`config.mk`:
```
export PLATFORM = sky130hd
export DESIGN_NAME = seg7_scan_decoder
export DESIGN_NICKNAME = d
export VERILOG_FILES = /design/src/rtl/seg7_pkg.sv /design/src/rtl/seg7_pattern_decode.sv /design/src/rtl/seg7_scan_decoder.sv
export SDC_FILE = /design/constraint.sdc
export NUM_CORES = 1
export LEC_CHECK = 0
export CORE_MARGIN = 3
export CORE_UTILIZATION = 62
export CTS_CLUSTER_DIAMETER = 30
export DETAILED_ROUTE_END_ITERATION = 16
export HOLD_SLACK_MARGIN = 0.15
export PLACE_DENSITY = 0.94
export SLEW_MARGIN = 30
export SYNTH_ARGS = -nofsm -noshare
export SYNTH_HDL_FRONTEND = slang
export SYNTH_SLANG_ARGS = --single-unit
```
`constraint.sdc`:
```
create_clock -name clk -period 6.27 [get_ports clk]
set_input_delay 1.254 -clock clk [delete_from_list [all_inputs] [get_ports clk]]
set_output_delay 1.254 -clock clk [all_outputs]
set_load 0.02 [all_outputs]
```
`src/rtl/seg7_pkg.sv`:
```
// Shared constants for the multiplexed 7-segment display bus: segment codes,
// digit-select positions and the scan decoder state encoding.
package seg7_pkg;

  localparam logic [11:0] SEL_MASK = 12'h9A0;

  // Select bit position per digit index (D4=0, D3=1, D2=2, D1=3).
  localparam int SEL_POS [4] = '{5, 7, 8, 11};

  localparam logic [1:0] DIG_D4 = 2'd0;
  localparam logic [1:0] DIG_D3 = 2'd1;
  localparam logic [1:0] DIG_D2 = 2'd2;
  localparam logic [1:0] DIG_D1 = 2'd3;

  // Full bus words with every select forced high, indexed by BCD digit.
  localparam logic [11:0] SEG_CODE [10] = '{
    12'hFEB, 12'h9E8, 12'hDF3, 12'hDFA, 12'hBF8,
    12'hFBA, 12'hFBB, 12'hDE8, 12'hFFB, 12'hFFA
  };

  typedef enum logic [1:0] {
    ST_SYNC,
    ST_COLLECT,
    ST_COMPARE
  } state_t;

  function automatic logic [1:0] onehot_to_idx(input logic [3:0] oh);
    logic [1:0] idx;
    idx = 2'd0;
    for (int i = 0; i < 4; i++) begin
      if (oh[i]) idx = 2'(i);
    end
    return idx;
  endfunction

endpackage

```
`src/rtl/seg7_pattern_decode.sv`:
```
// Combinational segment-pattern to BCD decoder; select bits are ignored so
// the same block serves any digit position.
module seg7_pattern_decode
  import seg7_pkg::*;
(
  input  logic [11:0] pattern,
  output logic        hit,
  output logic [3:0]  nibble
);

  logic [11:0] forced;

  always_comb begin
    forced = pattern | SEL_MASK;
    hit    = 1'b0;
    nibble = 4'd0;
    for (int i = 0; i < 10; i++) begin
      if (forced == SEG_CODE[i]) begin
        hit    = 1'b1;
        nibble = 4'(i);
      end
    end
  end

endmodule

```
`src/rtl/seg7_scan_decoder.sv`:
```
// Recovers a 4-digit BCD value from a scanned 7-segment bus and publishes it
// only after several consecutive identical frames.
module seg7_scan_decoder
  import seg7_pkg::*;
#(
  parameter int STABLE_FRAMES  = 2,
  parameter int TIMEOUT_CYCLES = 1024
) (
  input  logic        clk,
  input  logic        rst,
  input  logic [11:0] HEX,
  output logic [15:0] value,
  output logic        valid,
  output logic        new_value,
  output logic        err_pattern,
  output logic        err_select
);

  localparam int              TW         = $clog2(TIMEOUT_CYCLES + 1);
  localparam logic [TW-1:0]   TO_MAX     = TW'(TIMEOUT_CYCLES);
  localparam logic [3:0]      STABLE_MAX = 4'(STABLE_FRAMES);

  logic [11:0]   hex_q_reg;
  state_t        state_reg;
  logic [3:0]    shadow_reg [4];
  logic [3:0]    seen_reg;
  logic [15:0]   prev_reg;
  logic [3:0]    stable_reg;
  logic [TW-1:0] to_reg;

  logic [3:0]    sel_low;
  logic          multi_sel;
  logic          one_sel;
  logic [1:0]    digit;
  logic          hit;
  logic [3:0]    nib;
  logic          good;
  logic          err_pat_now;
  logic          err_any;
  logic [3:0]    seen_strobe;
  logic [3:0]    seen_next;
  logic [15:0]   frame;
  logic [3:0]    stable_next;
  logic [TW-1:0] to_next;
  logic          timeout;

  genvar gi;
  generate
    for (gi = 0; gi < 4; gi++) begin : g_sel
      assign sel_low[gi] = ~hex_q_reg[SEL_POS[gi]];
    end
  endgenerate

  seg7_pattern_decode u_decode (
    .pattern (hex_q_reg),
    .hit     (hit),
    .nibble  (nib)
  );

  always_comb begin
    multi_sel   = |(sel_low & (sel_low - 4'd1));
    one_sel     = (sel_low != 4'd0) && !multi_sel;
    digit       = onehot_to_idx(sel_low);
    good        = one_sel && hit;
    err_pat_now = one_sel && !hit;
    err_any     = multi_sel || err_pat_now;
    seen_strobe = good ? (4'd1 << digit) : 4'd0;
    seen_next   = seen_reg | seen_strobe;
    frame       = {shadow_reg[3], shadow_reg[2], shadow_reg[1], shadow_reg[0]};
    if (frame == prev_reg)
      stable_next = (stable_reg >= STABLE_MAX) ? STABLE_MAX : stable_reg + 4'd1;
    else
      stable_next = 4'd1;
    if (good)
      to_next = '0;
    else
      to_next = (to_reg == TO_MAX) ? TO_MAX : to_reg + TW'(1);
    timeout = !good && (to_next == TO_MAX);
  end

  always_ff @(posedge clk) begin
    if (rst) begin
      // Reset the bus sample to blank so the first processed word is idle.
      hex_q_reg   <= 12'hFFF;
      state_reg   <= ST_SYNC;
      for (int i = 0; i < 4; i++) shadow_reg[i] <= 4'd0;
      seen_reg    <= 4'd0;
      prev_reg    <= 16'd0;
      stable_reg  <= 4'd0;
      to_reg      <= '0;
      value       <= 16'd0;
      valid       <= 1'b0;
      new_value   <= 1'b0;
      err_pattern <= 1'b0;
      err_select  <= 1'b0;
    end else begin
      hex_q_reg   <= HEX;
      err_pattern <= err_pat_now;
      err_select  <= multi_sel;
      new_value   <= 1'b0;
      to_reg      <= to_next;

      if (good && (state_reg != ST_SYNC || digit == DIG_D4))
        shadow_reg[digit] <= nib;

      case (state_reg)
        ST_SYNC: begin
          if (good && digit == DIG_D4) begin
            seen_reg  <= 4'b0001;
            state_reg <= ST_COLLECT;
          end
        end
        ST_COLLECT: begin
          seen_reg <= seen_next;
          if (seen_next == 4'hF) state_reg <= ST_COMPARE;
        end
        ST_COMPARE: begin
          seen_reg  <= seen_strobe;
          state_reg <= ST_COLLECT;
          if (!err_any) begin
            stable_reg <= stable_next;
            prev_reg   <= frame;
            if (stable_next == STABLE_MAX) begin
              value     <= frame;
              valid     <= 1'b1;
              new_value <= !valid || (value != frame);
            end
          end
        end
        default: state_reg <= ST_SYNC;
      endcase

      if (err_any) begin
        state_reg  <= ST_SYNC;
        seen_reg   <= 4'd0;
        stable_reg <= 4'd0;
      end

      if (timeout) begin
        valid      <= 1'b0;
        state_reg  <= ST_SYNC;
        seen_reg   <= 4'd0;
        stable_reg <= 4'd0;
      end
    end
  end

endmodule
```
==> summary.txt <==
Status
  – Outcome: completed

Worst setup path
  – Crit path launch type: register
  – Worst Path Required: 6500 ps
  – Max incr delay on CP: 670 ps
  – Crit Path Max Fanout: 10
  – R2r setup slk: 3250 ps
  – CP arrival: 3250 ps
  – Slowest CP cell: nor4_1
  – Worst Path Class, Setup: register to register
  – Top delay family on crit path: simple AND/OR/NAND/NOR gates
  – Worst R2R Path Depth: 8
  – Buffers & Inverters on Critical Path: 1
  – Critical Path End Type: register
  – Reg-to-reg critical path endpoint: value[3]
  – Critical-path cell list: xnor2_1 > nand4_1 > nor4_1 > nand2_1 > a211oi_4 > buf_8 > mux2i_1 > nor2_1
  – Worst reg2reg path startpoint: shadow_reg[0][1]

CTS
  – Clk slew on worst S/H paths: 90 ps
  – Num Clock Sinks: 85
  – TritonCTS Buffers: 9
  – CTS H-Tree Depth: 3
  – Hold Buf Count CTS: 0
  – CTS max path bufs: 2
  – Post-CTS setup buffer count: 0
  – Clock Latency Late Sink: 360 ps
  – CTS tree: yes
  – Post-CTS Resized: 0
  – Root buf cell: clkbuf_8

Drt
  – Via count: 3,224
  – DR iter-0 viols: 214
  – TritonRoute pass-1 iters: 5
  – Vias per cell: 5.99
  – DR WL/cell: 16.1 um
  – Total routed wirelength: 8690 um
  – Antenna violation net count after detailed routing: 0
  – DRC: 0

Synthesis
  – Synth Instances: 426
  – Largest family of logic cells by synthesized area: simple AND/OR/NAND/NOR gates
  – Netlist cell types: 64
  – Synth top area share: 0.334
  – Synth area leaders: dfxtp_1 (33%), edfxtp_1 (12%), mux2i_1 (8.0%), xnor2_1 (7.2%), nor2_1 (6.1%)
  – Synth Register Bits: 85
  – Synth Area in Simple Gates: 0.215
  – Ys Warns: 0
  – Main flop type after synthesis: dfxtp_1
  – Syn_nets: 448
  – Post-Synth Adder-Cell Area: 0.0266
  – Post-synthesis mux area share: 0.0799
  – EDFF count, synth: 16
  – Ys async rst share: 0
  – Xor and xnor area share after synthesis: 0.0890
  – Mapped cell area: 4130 sq um
  – Register area share after synthesis: 0.450
  – Syn avg cell area: 9.70 sq um
  – Leading area contributor after synthesis: dfxtp_1
  – Complex-gate fraction of the synthesized area: 0.103

Timing
  – Max-slew violations: 0
  – Max_slew headroom: 0.500
  – Skew final: 13.1 ps
  – RSZ-0062 raised after global routing: false
  – Setup tns final: 0 ps
  – Fmax: 332 MHz
  – Final Hold Fails: 0
  – Worst Tran Pin Value: 743 ps
  – Setup violators final: 0
  – Final period utilization: 0.481
  – Tmin final: 3020 ps

Global route
  – Largest net degree at the start of global routing: 63
  – Congestion Overflow GR: 0
  – First-pass GRT wire length: 14,600 um
  – Vias in the first global route: 3,161
  – Gr usage total: 0.243
  – Initial antenna violation count: 0

Pwr
  – PwrDens: 215 nW/um^2
  – Pleak: 1.57 nW
  – Max IR drop VDD: 142 uV

Placement
  – Gpl congestion: 0.875
  – Port bufs: 33
  – Post-DP HPWL: 6310 um
  – Dpl cells: 522

Finish
  – Ratio of cells with drive above 1 in the final layout: 0.108
  – Most common cell after layout, fill and taps aside: dfxtp_1
  – Layout Cells excl Fill: 538
  – Commonest cells after routing, fill and taps aside: dfxtp_1 (69), nor2_1 (67), xnor2_1 (34)
  – N_diodes: 0
  – Fill count: 476
  – Area Overhead vs Synth: 13.1%
  – Final Net Count: 478

Hold path
  – Hold Path Sink: stable_reg[2]
  – Hold path depth: 2
  – Worst hold-check path type: register to register
  – Min-delay src: stable_reg[2]

Floorplan
  – Std cell rows: 29
  – Core Region: 6420 sq um
  – Height of the die: 87.6 um
  – Initial core utilization: 0.643
  – Die Wd: 87.6 um
  – # IOs: 34
  – DIE AREA: 7680 sq um

Flow run
  – MaxCap Viol Count: 0
[cell type report]
cell class / instances / area [sq um] / share of cell area
Multi-Input combinational cell: 310 / 2140 / 0.457
Tap cell: 77 / 96.3 / 0.0206
Clock inverter: 5 / 35.0 / 0.00750
Timing Repair Buffer: 34 / 343 / 0.0734
Inverter: 16 / 60.1 / 0.0129
Clock buffer: 11 / 141 / 0.0303
Sequential cell: 85 / 1860 / 0.398
[cell usage after synthesis, drive strengths merged (4+ instances only)]
| library cell | n |
|---|---|
| nand3 | 13 |
| buf | 6 |
| xnor2 | 34 |
| dfxtp | 69 |
| or2 | 13 |
| nor4 | 8 |
| xor2 | 8 |
| mux2i | 33 |
| nand4 | 10 |
| nand2 | 25 |
| inv | 15 |
| nor2 | 67 |
| a21oi | 14 |
| clkbuf | 9 |
| ha | 8 |
| nor3 | 10 |
| edfxtp | 16 |
| or3 | 4 |
| o21ai | 10 |
[worst max-delay path by stage]
| stage | end | start | slack, ps | depth (start not counted) |
|---|---|---|---|---|
| 2_1_floorplan | value[11] | hex_q_reg[0] | 3870 | 9 |
| 3_3_place_gp | valid | hex_q_reg[0] | 3160 | 7 |
| 3_5_place_dp | value[3] | shadow_reg[0][1] | 3230 | 8 |
| 4_1_cts | value[3] | shadow_reg[0][1] | 3230 | 8 |
| 5_1_grt | value[5] | shadow_reg[0][1] | 3040 | 8 |
| 6_report | value[3] | shadow_reg[0][1] | 3250 | 8 |
[power breakdown]
group	internal (W)	switching [W]
clock	0.000156	0.000196
sequential	0.000566	0.0000156
combinational	0.0000309	0.0000384
total	0.000753	0.000250
[logic make-up (layout without fill, tap and decap cells)]
logic type               Yosys count  after routing
AND/OR/NAND/NOR                  174            174
multiplexers                      33             33
AO/OA/AOI/OAI                     52             52
flip-flops                        85             85
adder cells (fa/ha/maj)            9              9
buffers and inverters             31             66
XOR/XNOR                          42             42
[metal layers]
layer	vias up	track usage	share of wire
li1	1558	-	-
met1	1535	0.284	0.41
met3	24	0.0433	0.044
met2	107	0.433	0.52
met4	0	0.105	0.028
met5	-	0	0
[worst min-delay path, cell delays in order, from the launching register on]
cell and delay (ps):
dfxtp_1 320, nand2_1 60, a21oi_1 50
[through the flow]
| step | setup slack, ps | instance area, sq um | utilization | power (W) | hold WS [ps] |
|---|---|---|---|---|---|
| 4_1_cts | 3230 | 4670 | 0.727 | 0.00101 | 471 |
| 2_1_floorplan | 3870 | 4130 | - | 0.000640 | 441 |
| 6_report | 3250 | 4670 | 0.728 | 0.00100 | 474 |
| 3_5_place_dp | 3230 | 4490 | 0.700 | 0.000663 | 460 |
| 5_1_grt | 3040 | 4670 | 0.728 | 0.00104 | 511 |
| 3_3_place_gp | 3160 | 4480 | 0.697 | 0.000660 | 454 |
Note: power is estimated with default switching activity, not from simulation.
